--- src/rtl/clk_div_pkg.sv ---
// Shared defaults and the divisor type for the clock-divider bank.
package clk_div_pkg;

  localparam int          CNT_W       = 25;
  localparam int unsigned DEFAULT_DIV = 8333333;

  typedef logic [CNT_W-1:0] div_t;

endpackage : clk_div_pkg

--- src/rtl/clk_div_bank_if.sv ---
// Control/status bundle between a host and the clock-divider bank.
interface clk_div_bank_if #(
  parameter int NUM_CH = 4,
  parameter int CNT_W  = 25
);

  localparam int CH_W = (NUM_CH > 1) ? $clog2(NUM_CH) : 1;

  logic [NUM_CH-1:0] ch_en;
  logic              wr_en;
  logic [CH_W-1:0]   wr_ch;
  logic [CNT_W-1:0]  wr_div;
  logic              sync_restart;
  logic [NUM_CH-1:0] out_clk;
  logic [NUM_CH-1:0] tick;

  modport master (
    output ch_en, wr_en, wr_ch, wr_div, sync_restart,
    input  out_clk, tick
  );

  modport slave (
    input  ch_en, wr_en, wr_ch, wr_div, sync_restart,
    output out_clk, tick
  );

endinterface : clk_div_bank_if

--- src/rtl/clk_div_chan.sv ---
// One divider channel: half-period counter, active/pending divisor,
// toggling output clock and a tick on every rising edge of that clock.
module clk_div_chan #(
  parameter int          CNT_W       = 25,
  parameter int unsigned DEFAULT_DIV = 8333333
) (
  input  logic             clk,
  input  logic             rst,
  input  logic             en,
  input  logic             restart,
  input  logic             wr_hit,
  input  logic [CNT_W-1:0] wr_div,
  output logic             out_clk,
  output logic             tick
);

  localparam logic [CNT_W-1:0] DIV_RST = CNT_W'(DEFAULT_DIV);

  logic [CNT_W-1:0] cnt_q, cnt_d;
  logic [CNT_W-1:0] div_act_q, div_act_d;
  logic [CNT_W-1:0] div_pend_q, div_pend_d;
  logic             pend_vld_q, pend_vld_d;
  logic             out_q, out_d;
  logic             tick_q, tick_d;

  always_comb begin
    cnt_d      = cnt_q;
    div_act_d  = div_act_q;
    div_pend_d = div_pend_q;
    pend_vld_d = pend_vld_q;
    out_d      = out_q;
    tick_d     = 1'b0;

    if (restart) begin
      cnt_d = '0;
      out_d = 1'b0;
      // A write coinciding with restart takes effect immediately.
      if (wr_hit) begin
        div_act_d  = wr_div;
        div_pend_d = wr_div;
        pend_vld_d = 1'b0;
      end else if (pend_vld_q) begin
        div_act_d  = div_pend_q;
        pend_vld_d = 1'b0;
      end
    end else begin
      if (en) begin
        if (cnt_q == div_act_q) begin
          cnt_d  = '0;
          out_d  = ~out_q;
          tick_d = ~out_q;
          if (pend_vld_q) begin
            div_act_d  = div_pend_q;
            pend_vld_d = 1'b0;
          end
        end else begin
          cnt_d = cnt_q + 1'b1;
        end
      end
      // Placed after the wrap so a same-cycle write stays pending.
      if (wr_hit) begin
        div_pend_d = wr_div;
        pend_vld_d = 1'b1;
      end
    end
  end

  always_ff @(posedge clk) begin
    if (rst) begin
      cnt_q      <= '0;
      div_act_q  <= DIV_RST;
      div_pend_q <= DIV_RST;
      pend_vld_q <= 1'b0;
      out_q      <= 1'b0;
      tick_q     <= 1'b0;
    end else begin
      cnt_q      <= cnt_d;
      div_act_q  <= div_act_d;
      div_pend_q <= div_pend_d;
      pend_vld_q <= pend_vld_d;
      out_q      <= out_d;
      tick_q     <= tick_d;
    end
  end

  assign out_clk = out_q;
  assign tick    = tick_q;

endmodule : clk_div_chan

--- src/rtl/clk_div_bank.sv ---
// Multi-channel clock divider bank: write decode and restart fan-out
// around NUM_CH independent divider channels.
module clk_div_bank #(
  parameter int          NUM_CH      = 4,
  parameter int          CNT_W       = clk_div_pkg::CNT_W,
  parameter int unsigned DEFAULT_DIV = clk_div_pkg::DEFAULT_DIV
) (
  input  logic          inp_clk,
  input  logic          rst,
  clk_div_bank_if.slave bus
);

  localparam int CH_W = (NUM_CH > 1) ? $clog2(NUM_CH) : 1;

  logic [NUM_CH-1:0] wr_hit;

  generate
    for (genvar gi = 0; gi < NUM_CH; gi++) begin : g_ch
      // Out-of-range channel numbers match no channel and are dropped.
      assign wr_hit[gi] = bus.wr_en && (bus.wr_ch == CH_W'(gi));

      clk_div_chan #(
        .CNT_W       (CNT_W),
        .DEFAULT_DIV (DEFAULT_DIV)
      ) u_chan (
        .clk     (inp_clk),
        .rst     (rst),
        .en      (bus.ch_en[gi]),
        .restart (bus.sync_restart),
        .wr_hit  (wr_hit[gi]),
        .wr_div  (bus.wr_div),
        .out_clk (bus.out_clk[gi]),
        .tick    (bus.tick[gi])
      );
    end
  endgenerate

endmodule : clk_div_bank

--- src/flat_wrapper.sv ---
// flat-port wrapper written by rule: the top's interface ports become plain ports
module clk_div_bank_flat 
#(
  parameter int          NUM_CH      = 4,
  parameter int          CNT_W       = clk_div_pkg::CNT_W,
  parameter int unsigned DEFAULT_DIV = clk_div_pkg::DEFAULT_DIV
)
  (inp_clk, rst, bus_ch_en, bus_wr_en, bus_wr_ch, bus_wr_div, bus_sync_restart, bus_out_clk, bus_tick);
  clk_div_bank_if #(.NUM_CH(NUM_CH), .CNT_W(CNT_W)) bus_i ();
  input  logic inp_clk;
  input  logic rst;
  input wire logic [$bits(bus_i.ch_en)-1:0] bus_ch_en;
  input wire logic [$bits(bus_i.wr_en)-1:0] bus_wr_en;
  input wire logic [$bits(bus_i.wr_ch)-1:0] bus_wr_ch;
  input wire logic [$bits(bus_i.wr_div)-1:0] bus_wr_div;
  input wire logic [$bits(bus_i.sync_restart)-1:0] bus_sync_restart;
  output wire logic [$bits(bus_i.out_clk)-1:0] bus_out_clk;
  output wire logic [$bits(bus_i.tick)-1:0] bus_tick;
  assign bus_i.ch_en = bus_ch_en;
  assign bus_i.wr_en = bus_wr_en;
  assign bus_i.wr_ch = bus_wr_ch;
  assign bus_i.wr_div = bus_wr_div;
  assign bus_i.sync_restart = bus_sync_restart;
  assign bus_out_clk = bus_i.out_clk;
  assign bus_tick = bus_i.tick;
  clk_div_bank #(.NUM_CH(NUM_CH), .CNT_W(CNT_W), .DEFAULT_DIV(DEFAULT_DIV)) u_core (.inp_clk(inp_clk), .rst(rst), .bus(bus_i));
endmodule
--- config.mk ---
export PLATFORM = sky130hd
export DESIGN_NAME = clk_div_bank_flat
export DESIGN_NICKNAME = d
export VERILOG_FILES = /design/src/rtl/clk_div_pkg.sv /design/src/rtl/clk_div_bank_if.sv /design/src/rtl/clk_div_chan.sv /design/src/rtl/clk_div_bank.sv /design/src/flat_wrapper.sv
export SDC_FILE = /design/constraint.sdc
export NUM_CORES = 1
export LEC_CHECK = 0
export ABC_AREA = 1
export BUFFER_PORTS_ARGS = -buffer_cell sky130_fd_sc_hd__buf_2
export CORE_ASPECT_RATIO = 1.25
export CORE_UTILIZATION = 30
export CTS_CLUSTER_SIZE = 16
export DETAILED_ROUTE_END_ITERATION = 10
export GPL_TIMING_DRIVEN = 0
export MAX_ROUTING_LAYER = met4
export PLACE_DENSITY = 0.48
export SYNTH_ARGS = -nofsm -noshare
export SYNTH_HDL_FRONTEND = slang
export SYNTH_SLANG_ARGS = --single-unit
--- constraint.sdc ---
create_clock -name inp_clk -period 1.4 [get_ports inp_clk]
set_input_delay 0.07 -clock inp_clk [delete_from_list [all_inputs] [get_ports inp_clk]]
set_output_delay 0.07 -clock inp_clk [all_outputs]
set_load 0.005 [all_outputs]
# Word level (Yosys, flattened, before mapping)
# Cells that the tools add are included.
dict set report classes {
  add_sub_neg 4
  n_eq_ne 7
  mux 36
  bitwise 12
  reduce_logical 38
}
# operator n
set op_table {}
lappend op_table {{25-bit 2-to-1 mux} 24}
lappend op_table {{25-bit by 1-bit adder with 25-bit output (second input constant)} 4}
lappend op_table {{25-bit == test} 4}
lappend op_table {{2-bit nonzero test} 16}
lappend op_table {{2-bit AND reduction} 12}
lappend op_table {{4-bit OR reduction} 4}
lappend op_table {{1-bit 2-to-1 mux} 12}
lappend op_table {{1-bit inverter} 12}
lappend op_table {{2-bit == test (second input constant)} 2}
lappend op_table {{1-bit logical AND} 4}
lappend op_table {{2-bit by 1-bit == test with 1-bit output (second input constant)} 1}
lappend op_table {{2-bit zero test} 1}
lappend op_table {{2-bit OR reduction} 1}
dict set report word_totals {
  ff_bits 312
}

# Logic depth before layout (Yosys ltp)
# Gate-level depths: netlist (run 1).
dict set report depth {
  word_depth 4
  ltp_mapped 13
  depth_no_buf 12
}

# Hierarchy
# Synthesis (run 1) repeated with hierarchy kept, for this count alone.
dict set report hier_totals {
  hier_cells 2708
  area_unflattened_um2 17126.4
}
# mod n_inst cells_each area_each_um2 seq_area_each_um2
set modules_own_cells {}
lappend modules_own_cells {clk_div_chan 4 675 4274.1 1561.5}
lappend modules_own_cells {clk_div_bank 1 8 30.0 0.0}

# Worst setup path after synthesis (run 1)
# OpenSTA, ideal clock, no wires.
dict set report synth_timing {
  path_kind {reg2reg}
  from {register u_core.g_ch[0].u_chan.cnt_q[0]}
  to {register u_core.g_ch[0].u_chan.cnt_q[12]}
  setup_time_ns 0.123
  arrival_ns 1.436
  slack_ns -0.159
  stages_incl_launch_ff 9
  path_cell_list {dfxtp_1 ha_1 nand2_1 nor2_2 nand3_1 nor2_1 nand3_1 nor3_1 nor3b_2}
}
dict set report synth_between {
  elab_chain_len 2
  elab_cells_between_ends 3
}
# element line_no
set synth_lines {}
lappend synth_lines {{from (decl)} clk_div_chan.sv:19} ;# logic [CNT_W-1:0] cnt_q, cnt_d;
lappend synth_lines {{from (signal assigned)} clk_div_chan.sv:77} ;# cnt_q <= cnt_d;
lappend synth_lines {{25-bit by 1-bit adder with 25-bit output or 25-bit == test (tied branches)} {clk_div_chan.sv:57, clk_div_chan.sv:48}}
lappend synth_lines {{25-bit 2-to-1 mux *} clk_div_chan.sv:48} ;# if (cnt_q == div_act_q) begin
# Mark *: on every way between the ends. The rest lies on a longest branch, timed or not.
# A chain may end at the register's enable or synchronous reset.

# Worst setup path after layout (run 1)
dict set report layout_timing {
  from {register u_core.g_ch[1].u_chan.cnt_q[0]}
  to {register u_core.g_ch[1].u_chan.cnt_q[24]}
}
dict set report layout_between {
  elab_chain_len 2
  elab_cells_between_ends 3
}
# element line_no
set layout_lines {}
lappend layout_lines {{from (decl)} clk_div_chan.sv:19}
lappend layout_lines {{from (signal assigned)} clk_div_chan.sv:77}
lappend layout_lines {{25-bit by 1-bit adder with 25-bit output or 25-bit == test (tied branches)} {clk_div_chan.sv:57, clk_div_chan.sv:48}}
lappend layout_lines {{25-bit 2-to-1 mux *} clk_div_chan.sv:48}
# Marks and branches as above.

==> reports/qor.csv, run 1 <==
stage,metric,value,unit
worst_setup_path,worstPathMaxFanout,4,
layout,nNetsFinal,3036,
synthesis,ys_types,42,
power,power.switching,6490,µW
clock_tree,cts_max_path_buffers,3,
sta,fmax,551.8,MHz
clock_tree,cts_root_buf,clkbuf_16,
power,power.share.clock,0.444,
clock_tree,clkLatencyLatePin,0.56,ns
sta,hold_ws,0.01770,ns
synthesis,yosys.area.top_type_share,0.3640,
place,placed_cells,3485,
power,combPwrFrac,0.144,
global_route,antenna_found_initial,3,
sta,finalSetupViolations,209,
outcome,violations,setup timing,
power,ir_worst_vdd,0.0008442,V
clock_tree,cts_tree,yes,
place,hpwlAfterDp,47780,µm
clock_tree,cts_buffers,39,
drt,drtIter0Drc,1228,
layout,area_growth,45.60,%
die,die_w,215.9,µm
place,dp_slack,-1.004,ns
layout,drive_above_1_share,0.3960,
die,std_cell_rows,97,
drt,via_per_inst,4.865,
sta,finalWorstSetupSlack,-0.4122,ns
synthesis,yosys_warnings,0,
min_path,min_path_type,input port to flip-flop,
sta,fin_crit,1.812,ns
synthesis,syn_inst,2704,
clock_tree,cts.sinks,312,
sta,fin_skew,0.01877,ns
worst_setup_path,critical_path_arrival,2.26,ns
outcome,status,finished with violations,
sta,finalHoldViolations,0,
synthesis,yosysSeqAreaShare,0.3640,
die,coreArea,56310,µm²
synthesis,yosys.area.top_type,dfxtp_1,
sta,worstMarginPinSlew,0.8557,ns
synthesis,syn_area,17160,µm²
global_route,grt_first_pass_wirelength,100500,µm
synthesis,syn_avg_cell_area,6.346,µm²
worst_setup_path,max_stage_delay,0.38,ns
clock_tree,clk_pin_slew,0.06,ns
sta,rsz0062_at_grt,yes,
die,die_h,269.4,µm
worst_setup_path,cp.required,1.85,ns
power,powerDensity,925.0,nW/µm²
clock_tree,cts_max_level,2,
global_route,grt_remaining_overflow,0,
place,portBuffers,39,
worst_setup_path,path_delay_family,simple AND/OR/NAND/NOR gates,
sta,final_max_slew_viol_count,0,
synthesis,syn-num-nets,2743,
die,num_io_pins,43,
die,die_area,58160,µm²
worst_setup_path,cp-start-kind,flip-flop,
power,seq_power_share,0.412,
power,p_int,16620,µW
drt,postRouteAntennaNets,0,
global_route,grt_usage,0.2272,
job,cap_violations,0,
drt,wl,67270,µm
layout,finalNonFillerCells,3770,
worst_setup_path,end_kind,flip-flop,
die,start_util,0.3047,
sta,post-route-period-util,1.294,
sta,slew-limit-headroom,0.4295,
synthesis,synth-seq-cells,312,
worst_setup_path,crit_slowest_cell,dfxtp_4,
drt,drcViolationCount,0,
synthesis,synth_area_leaders,"dfxtp_1 (36%), nand2_1 (18%), nor2_1 (7.1%)",
drt,first_pass_iters,5,
global_route,grt_max_degree,13,
place,gp_congestion,0.9668,
power,leakage,0.01059,µW
worst_setup_path,crit_buf_inv,1,
power,p_sw_frac,0.2809,
global_route,grt_pass1_vias,17610,
worst_setup_path,path_class,flip-flop to flip-flop,
drt,wl_per_cell,17.84,µm
drt,dr_total_vias,18342,
worst_setup_path,cp_cell_sequence,"buf_12, ha_4, nand2_4, nor2_4, nand4_1, nor2_2, nand3_2, xor2_1, nor2_1",
==> worst min-delay path, stage by stage <==
cell and delay, ns:
buf_4 0.15, nand3_4 0.11, buf_6 0.14, o21ai_2 0.04, nor2_1 0.03
==> Yosys cell counts <==
master	count
nand2_1	809
nor2_1	325
dfxtp_1	312
inv_1	309
nand3_1	224
o21ai_0	210
clkbuf_1	78
a21oi_1	67
o211ai_1	57
xor2_1	50
nor3_1	40
nand4_1	32
xnor2_1	27
buf_2	22
buf_4	18
inv_2	15
nor2_2	12
mux2i_1	10
nand3_2	10
nor4_1	10
buf_6	6
nand2_2	6
buf_1	5
nor3b_1	5
nor3b_2	5
and3_1	4
ha_1	4
nand3b_1	4
nor2b_1	4
and2_1	3
nor2_4	3
nor3_2	3
clkinv_1	2
o21ai_1	2
o21ai_4	2
o22ai_1	2
or2_2	2
a211oi_1	1
clkbuf_2	1
nand2_4	1
nand4_2	1
or2_0	1
==> routing by layer <==
metal / vias up / share of wire / track usage / wire length (µm)
li1: 9200 / - / - / -
met5: - / 0 / - / 0
met2: 422 / 0.49 / 0.3850 / 32930
met1: 8528 / 0.41 / 0.2578 / 27270
met3: 192 / 0.043 / 0.03395 / 2924
met4: 0 / 0.062 / 0.1179 / 4147
==> metrics by stage <==
| step | instance area [µm²] | power (µW) | TNS, ns | utilization |
|---|---|---|---|---|
| global route | 24980 | 24070 | -69.36 | 0.4436 |
| floorplan | 17510 | 11250 | -1.798 | - |
| detailed placement | 18630 | 12120 | -125.90 | 0.3308 |
| finish | 24980 | 23110 | -48.31 | 0.4436 |
| global placement | 18630 | 12090 | -121.44 | 0.3308 |
| CTS | 22230 | 22860 | -43.02 | 0.3948 |
==> cell type report <==
type	count	area [µm²]
fill	5679	31330
multi-input combinational	1936	11720
sequential	312	6646
timing repair buffer	255	2326
inverter	326	1290
clock buffer	59	1175
tap	742	928.4
buffer	127	780.7
clock inverter	10	105.1
antenna	3	7.507
==> layout by cell type, fill, tap and decap left out, types with 7 or more instances in the layout <==
cell type / Yosys / layout
dfxtp_4: 0 / 80
nor4_1: 10 / 8
xnor2_1: 27 / 13
dfxtp_2: 0 / 80
clkbuf_1: 78 / 78
a21oi_1: 67 / 57
clkbuf_2: 1 / 11
xor2_1: 50 / 42
buf_12: 0 / 7
clkbuf_8: 0 / 7
inv_2: 15 / 98
dfxtp_1: 312 / 152
buf_8: 0 / 19
nor3_2: 3 / 11
xor2_2: 0 / 7
o21ai_1: 2 / 7
nand2_4: 1 / 39
xnor2_2: 0 / 9
buf_2: 22 / 47
nor2_1: 325 / 176
inv_1: 309 / 201
nor2_2: 12 / 113
buf_4: 18 / 133
nand3_4: 0 / 17
nor2_4: 3 / 51
o211ai_1: 57 / 57
nand3_1: 224 / 98
nand4_1: 32 / 32
dlygate4sd3_1: 0 / 33
inv_4: 0 / 25
mux2i_1: 10 / 10
buf_6: 6 / 47
o21ai_0: 210 / 199
clkbuf_16: 0 / 46
nand2_2: 6 / 157
nand3_2: 10 / 119
nor3_4: 0 / 10
nor3_1: 40 / 22
a21oi_2: 0 / 9
nand2_1: 809 / 615
==> sequential cells by signal (all words and copies together), names as in the netlist <==
| register | cells |
|---|---|
| u_core.g_ch.u_chan.cnt_q | 100 |
| u_core.g_ch.u_chan.tick | 4 |
| u_core.g_ch.u_chan.pend_vld_q | 4 |
| u_core.g_ch.u_chan.div_pend_q | 100 |
| u_core.g_ch.u_chan.out_clk | 4 |
| u_core.g_ch.u_chan.div_act_q | 100 |
==> final timing paths <==
path / from / to / slack (ns) / depth (start not counted)
max: u_core.g_ch[1].u_chan.cnt_q[0]$_SDFFE_PP0P_ / u_core.g_ch[1].u_chan.cnt_q[24]$_SDFFE_PP0P_ / -0.41 / 9
min: bus_ch_en[3] / u_core.g_ch[3].u_chan.cnt_q[13]$_SDFFE_PP0P_ / 0.02 / 5
max reg2reg: u_core.g_ch[1].u_chan.cnt_q[0]$_SDFFE_PP0P_ / u_core.g_ch[1].u_chan.cnt_q[24]$_SDFFE_PP0P_ / -0.41 / 9
min reg2reg: u_core.g_ch[2].u_chan.div_pend_q[17]$_SDFFE_PP1P_ / u_core.g_ch[2].u_chan.div_pend_q[17]$_SDFFE_PP1P_ / 0.46 / 2
==> power groups by stage <==
stage	clock network, µW	registers [µW]	logic (µW)
2_1_floorplan	0	9610	1640
6_report	10300	9520	3340
3_5_place_dp	0	9720	2400
4_1_cts	10500	9510	2850
3_3_place_gp	0	9720	2370
5_1_grt	10900	9550	3660
==> logic make-up after synthesis <==
| family | Yosys count | share of synthesized area |
|---|---|---|
| AO/OA/AOI/OAI | 341 | 0.1094 |
| multiplexers | 10 | 0.005834 |
| adder cells (fa/ha/maj) | 4 | 0.002917 |
| XOR/XNOR | 77 | 0.03930 |
| AND/OR/NAND/NOR | 1504 | 0.3706 |
| flip-flops | 312 | 0.3640 |
| buffers and inverters | 456 | 0.1080 |
==> timing repair <==
action | 4_1_cts | 5_1_grt
hold endpoints to repair | 81 | 4
pin swaps | 89 | 219
setup endpoints to repair | 212 | 215
gates cloned | 17 | 5
hold buffers | 33 | 2
setup buffers | 94 | 72
resized for setup | 411 | 662
Power figures use the tool's default switching activity.
==> run 2: changes to the inputs <==
--- a/config.mk
+++ b/config.mk
@@ -5,12 +5,13 @@
 export SDC_FILE = /design/constraint.sdc
 export NUM_CORES = 1
 export LEC_CHECK = 0
-export ABC_AREA = 1
+export ABC_AREA = 0
 export BUFFER_PORTS_ARGS = -buffer_cell sky130_fd_sc_hd__buf_2
 export CORE_ASPECT_RATIO = 1.25
 export CORE_UTILIZATION = 30
 export CTS_CLUSTER_SIZE = 16
 export DETAILED_ROUTE_END_ITERATION = 10
+export GPL_ROUTABILITY_DRIVEN = 1
 export GPL_TIMING_DRIVEN = 0
 export MAX_ROUTING_LAYER = met4
 export PLACE_DENSITY = 0.48
==> run 2 against run 1 <==
The run still ends with setup timing left; non-clock buffer count fell by 140; synthesized cell count fell by 31%; synthesized area fell by 8.0%; final area fell by 21%; register-to-register slack got worse by 0.22 ns; maximum frequency fell by 11%; global-route usage fell by 4.1 points; sequential share of layout area rose by 5.9 points; first-iteration DRC count fell by 43%; combinational power fell by 48%; critical path type unchanged; critical endpoint is now u_core.g_ch[1].u_chan.div_act_q[7]$_SDFFE_PP0P_; highest routed layer unchanged.
==> reports/qor.csv, run 2 <==
stage,metric,value,unit,change
die,die_w,207.2,µm,-4.1%
layout,final_cell_mix,"nor2_1 (248), nand2_1 (235), dfxtp_1 (230)",,
global_route,grt_max_degree,14,,+1
place,gp_congestion,0.8223,,-15%
synthesis,yosysSeqAreaShare,0.3957,,+0.03171
clock_tree,cts_tree,yes,,
global_route,grt_first_pass_wirelength,75830,µm,-25%
synthesis,synthFlopType,dfxtp_1,,
synthesis,synth_common_cells,"dfxtp_1 (312), nor2_1 (304), nand2_1 (235)",,
worst_setup_path,cp.required,1.82,ns,-0.03 ns
die,start_util,0.3048,,about the same
die,std_cell_rows,93,,-4.1%
synthesis,syn_avg_cell_area,8.423,µm²,+33%
sta,fmax,493.2,MHz,-11%
layout,finalNonFillerCells,2683,,-29%
layout,largestRegisters,"u_core.g_ch.u_chan.cnt_q (100), u_core.g_ch.u_chan.div_act_q (100), u_core.g_ch.u_chan.div_pend_q (100)",,
place,portBuffers,11,,-72%
clock_tree,cts.sinks,312,,unchanged
worst_setup_path,max_stage_delay,0.60,ns,+0.22 ns
worst_setup_path,end_kind,flip-flop,,
drt,drtIter0Drc,705,,-43%
worst_setup_path,crit_slowest_cell,or4_4,,
global_route,antenna_found_initial,1,,-2
layout,fillCellCount,5145,,-9.4%
drt,drcViolationCount,0,,unchanged
drt,wl_met2,25170,µm,-24%
synthesis,post-synth-top-count-cell,dfxtp_1,,
layout,mostFrequentLayoutCell,nor2_1,,
sta,finalHoldViolations,0,,unchanged
drt,wl_met1,20840,µm,-24%
sta,tns,-105.95,ns,-57.63 ns
sta,finalSetupViolations,212,,+1.4%
synthesis,synth-seq-cells,312,,unchanged
synthesis,syn_inst,1874,,-31%
layout,regArea,6391,µm²,-3.8%
sta,final_max_slew_viol_count,0,,unchanged
worst_setup_path,critical_path_arrival,2.44,ns,+0.18 ns
worst_setup_path,crit_buf_inv,1,,unchanged
clock_tree,clk_pin_slew,0.06,ns,about the same
min_path,min_path_type,input port to flip-flop,,
clock_tree,cts_buffers,35,,-10%
clock_tree,cts_max_path_buffers,3,,unchanged
worst_setup_path,cp_cell_sequence,"xnor2_2, nand4_1, or4_4, o21ba_4, clkbuf_16, mux2i_1",,
outcome,violations,setup timing,,
sta,fin_crit,2.028,ns,+0.2155 ns
global_route,grt_usage,0.1866,,-0.04055
die,num_io_pins,43,,unchanged
worst_setup_path,path_delay_family,simple AND/OR/NAND/NOR gates,,
drt,via_per_inst,4.813,,-1.1%
sta,slew-limit-headroom,0.1812,,-0.2483
synthesis,synth_edf_count,0,,unchanged
worst_setup_path,worstPathMaxFanout,7,,+3
worst_setup_path,cp-start-kind,flip-flop,,
synthesis,synth_area_leaders,"dfxtp_1 (40%), mux2i_1 (13%), nor2_1 (7.2%)",,
clock_tree,cts_root_buf,clkbuf_16,,
layout,multi_input_area,9350,µm²,-20%
drt,dr_total_vias,12912,,-30%
drt,wl,49150,µm,-27%
global_route,grt_remaining_overflow,0,,unchanged
clock_tree,clkLatencyLatePin,0.54,ns,-0.02 ns
power,powerDensity,1034,nW/µm²,+12%
sta,worstMarginPinSlew,1.224,ns,+0.3680 ns
layout,nNetsFinal,2033,,-33%
drt,wl_per_cell,18.32,µm,+2.7%
synthesis,syn-num-nets,1913,,-30%
synthesis,yosys.area.top_type,dfxtp_1,,
synthesis,syn_area,15780,µm²,-8.0%
layout,area_growth,24.41,%,
sta,fin_skew,0.02570,ns,+0.006932 ns
die,coreArea,51780,µm²,-8.0%
worst_setup_path,path_class,flip-flop to flip-flop,,
clock_tree,cts_max_level,2,,unchanged
synthesis,yosys.area.top_type_share,0.3957,,+0.03171
drt,first_pass_iters,5,,unchanged
job,cap_violations,0,,unchanged
drt,top_layer,met4,,
synthesis,yosys_warnings,0,,unchanged
sta,finalWorstSetupSlack,-0.6277,ns,-0.2155 ns
power,leakage,0.007148,µW,-32%
sta,hold_ws,0.01632,ns,-0.001380 ns
die,die_area,53540,µm²,-7.9%
drt,wl_met3,1303,µm,-55%
layout,drive_above_1_share,0.2087,,-0.1873
synthesis,ys_types,37,,-12%
synthesis,async_reset_ff_frac,0,,unchanged
outcome,status,finished with violations,,
global_route,grt_pass1_vias,12766,,-28%
place,placed_cells,2550,,-27%
place,hpwlAfterDp,35230,µm,-26%
die,die_h,258.5,µm,-4.1%
drt,postRouteAntennaNets,0,,unchanged
power,ir_worst_vdd,0.0005566,V,-34%
sta,post-route-period-util,1.448,,+0.1540
sta,rsz0062_at_grt,yes,,
[run 2: cell types whose count changed after synthesis, sizes merged, moves of 65 or more]
cell,delta
nand2,-581
inv,-317
nand3,-204
o21ai,-202
mux2i,+194
xnor2,+65
[run 2: tightest hold or removal path, delay by kind of cell]
kind          cells  cell delay [ns]
simple gates      2             0.19
buf+inv           1             0.23
[run 2: layout make-up]
type / count / share of cell area
Multi-Input combinational cell: 1396 / 0.4762
Sequential cell: 312 / 0.3255
Timing Repair Buffer: 95 / 0.05346
Clock buffer: 49 / 0.05187
Buffer: 147 / 0.04314
Tap cell: 665 / 0.04237
Clock inverter: 11 / 0.006053
Inverter: 7 / 0.001338
Antenna cell: 1 / 0.0001274
[run 2: cells by family after synthesis]
logic type               after synthesis  synth area share
XOR/XNOR                             196            0.1102
adder cells (fa/ha/maj)                4          0.003171
multiplexers                         204            0.1294
buffers and inverters                166           0.05129
AND/OR/NAND/NOR                      816            0.2411
flip-flops                           312            0.3957
AO/OA/AOI/OAI                        176           0.06920
[run 2: layer usage]
metal,vias to the layer above,GRT usage
met3,64,0.02012
met1,6111,0.2141
met2,209,0.3330
met4,0,0.07276
li1,6528,-
met5,-,-
[run 2: timing repair]
action                                  CTS  global route
gates cloned                             10             6
endpoints found under the hold margin    54             0
gates resized for setup                 127           142
setup buffers                            33            19
pin swaps                                67            42
endpoints found under the setup margin  233           275
hold buffers                             16             0
[run 2: through the flow]
stage	area, µm²	power [µW]	setup WS (ns)	utilization
after floorplan	15970	10390	-0.5307	-
after global placement	16860	10880	-1.024	0.3256
after detailed placement	16860	10900	-1.081	0.3256
after CTS	18990	20420	-0.6912	0.3667
after global routing	19640	21000	-0.6633	0.3792
final	19640	20300	-0.6277	0.3792
[run 2: final timing paths]
path | startpoint | to | slack [ns] | cells past startpoint
setup reg to reg | u_core.g_ch[1].u_chan.div_act_q[20]$_SDFFE_PP1P_ | u_core.g_ch[1].u_chan.div_act_q[7]$_SDFFE_PP0P_ | -0.63 | 6
setup / recovery | u_core.g_ch[1].u_chan.div_act_q[20]$_SDFFE_PP1P_ | u_core.g_ch[1].u_chan.div_act_q[7]$_SDFFE_PP0P_ | -0.63 | 6
hold reg to reg | u_core.g_ch[0].u_chan.div_pend_q[15]$_SDFFE_PP0P_ | u_core.g_ch[0].u_chan.div_pend_q[15]$_SDFFE_PP0P_ | 0.46 | 2
hold / removal | bus_wr_div[13] | u_core.g_ch[0].u_chan.div_pend_q[13]$_SDFFE_PP1P_ | 0.02 | 3
[run 2: report_power, final]
group / switching, µW / total [µW] / internal (µW) / leakage (µW)
registers: 174 / 9220 / 9050 / 0.00256
logic: 1020 / 1750 / 726 / 0.00402
clock network: 3880 / 9330 / 5450 / 0.000563
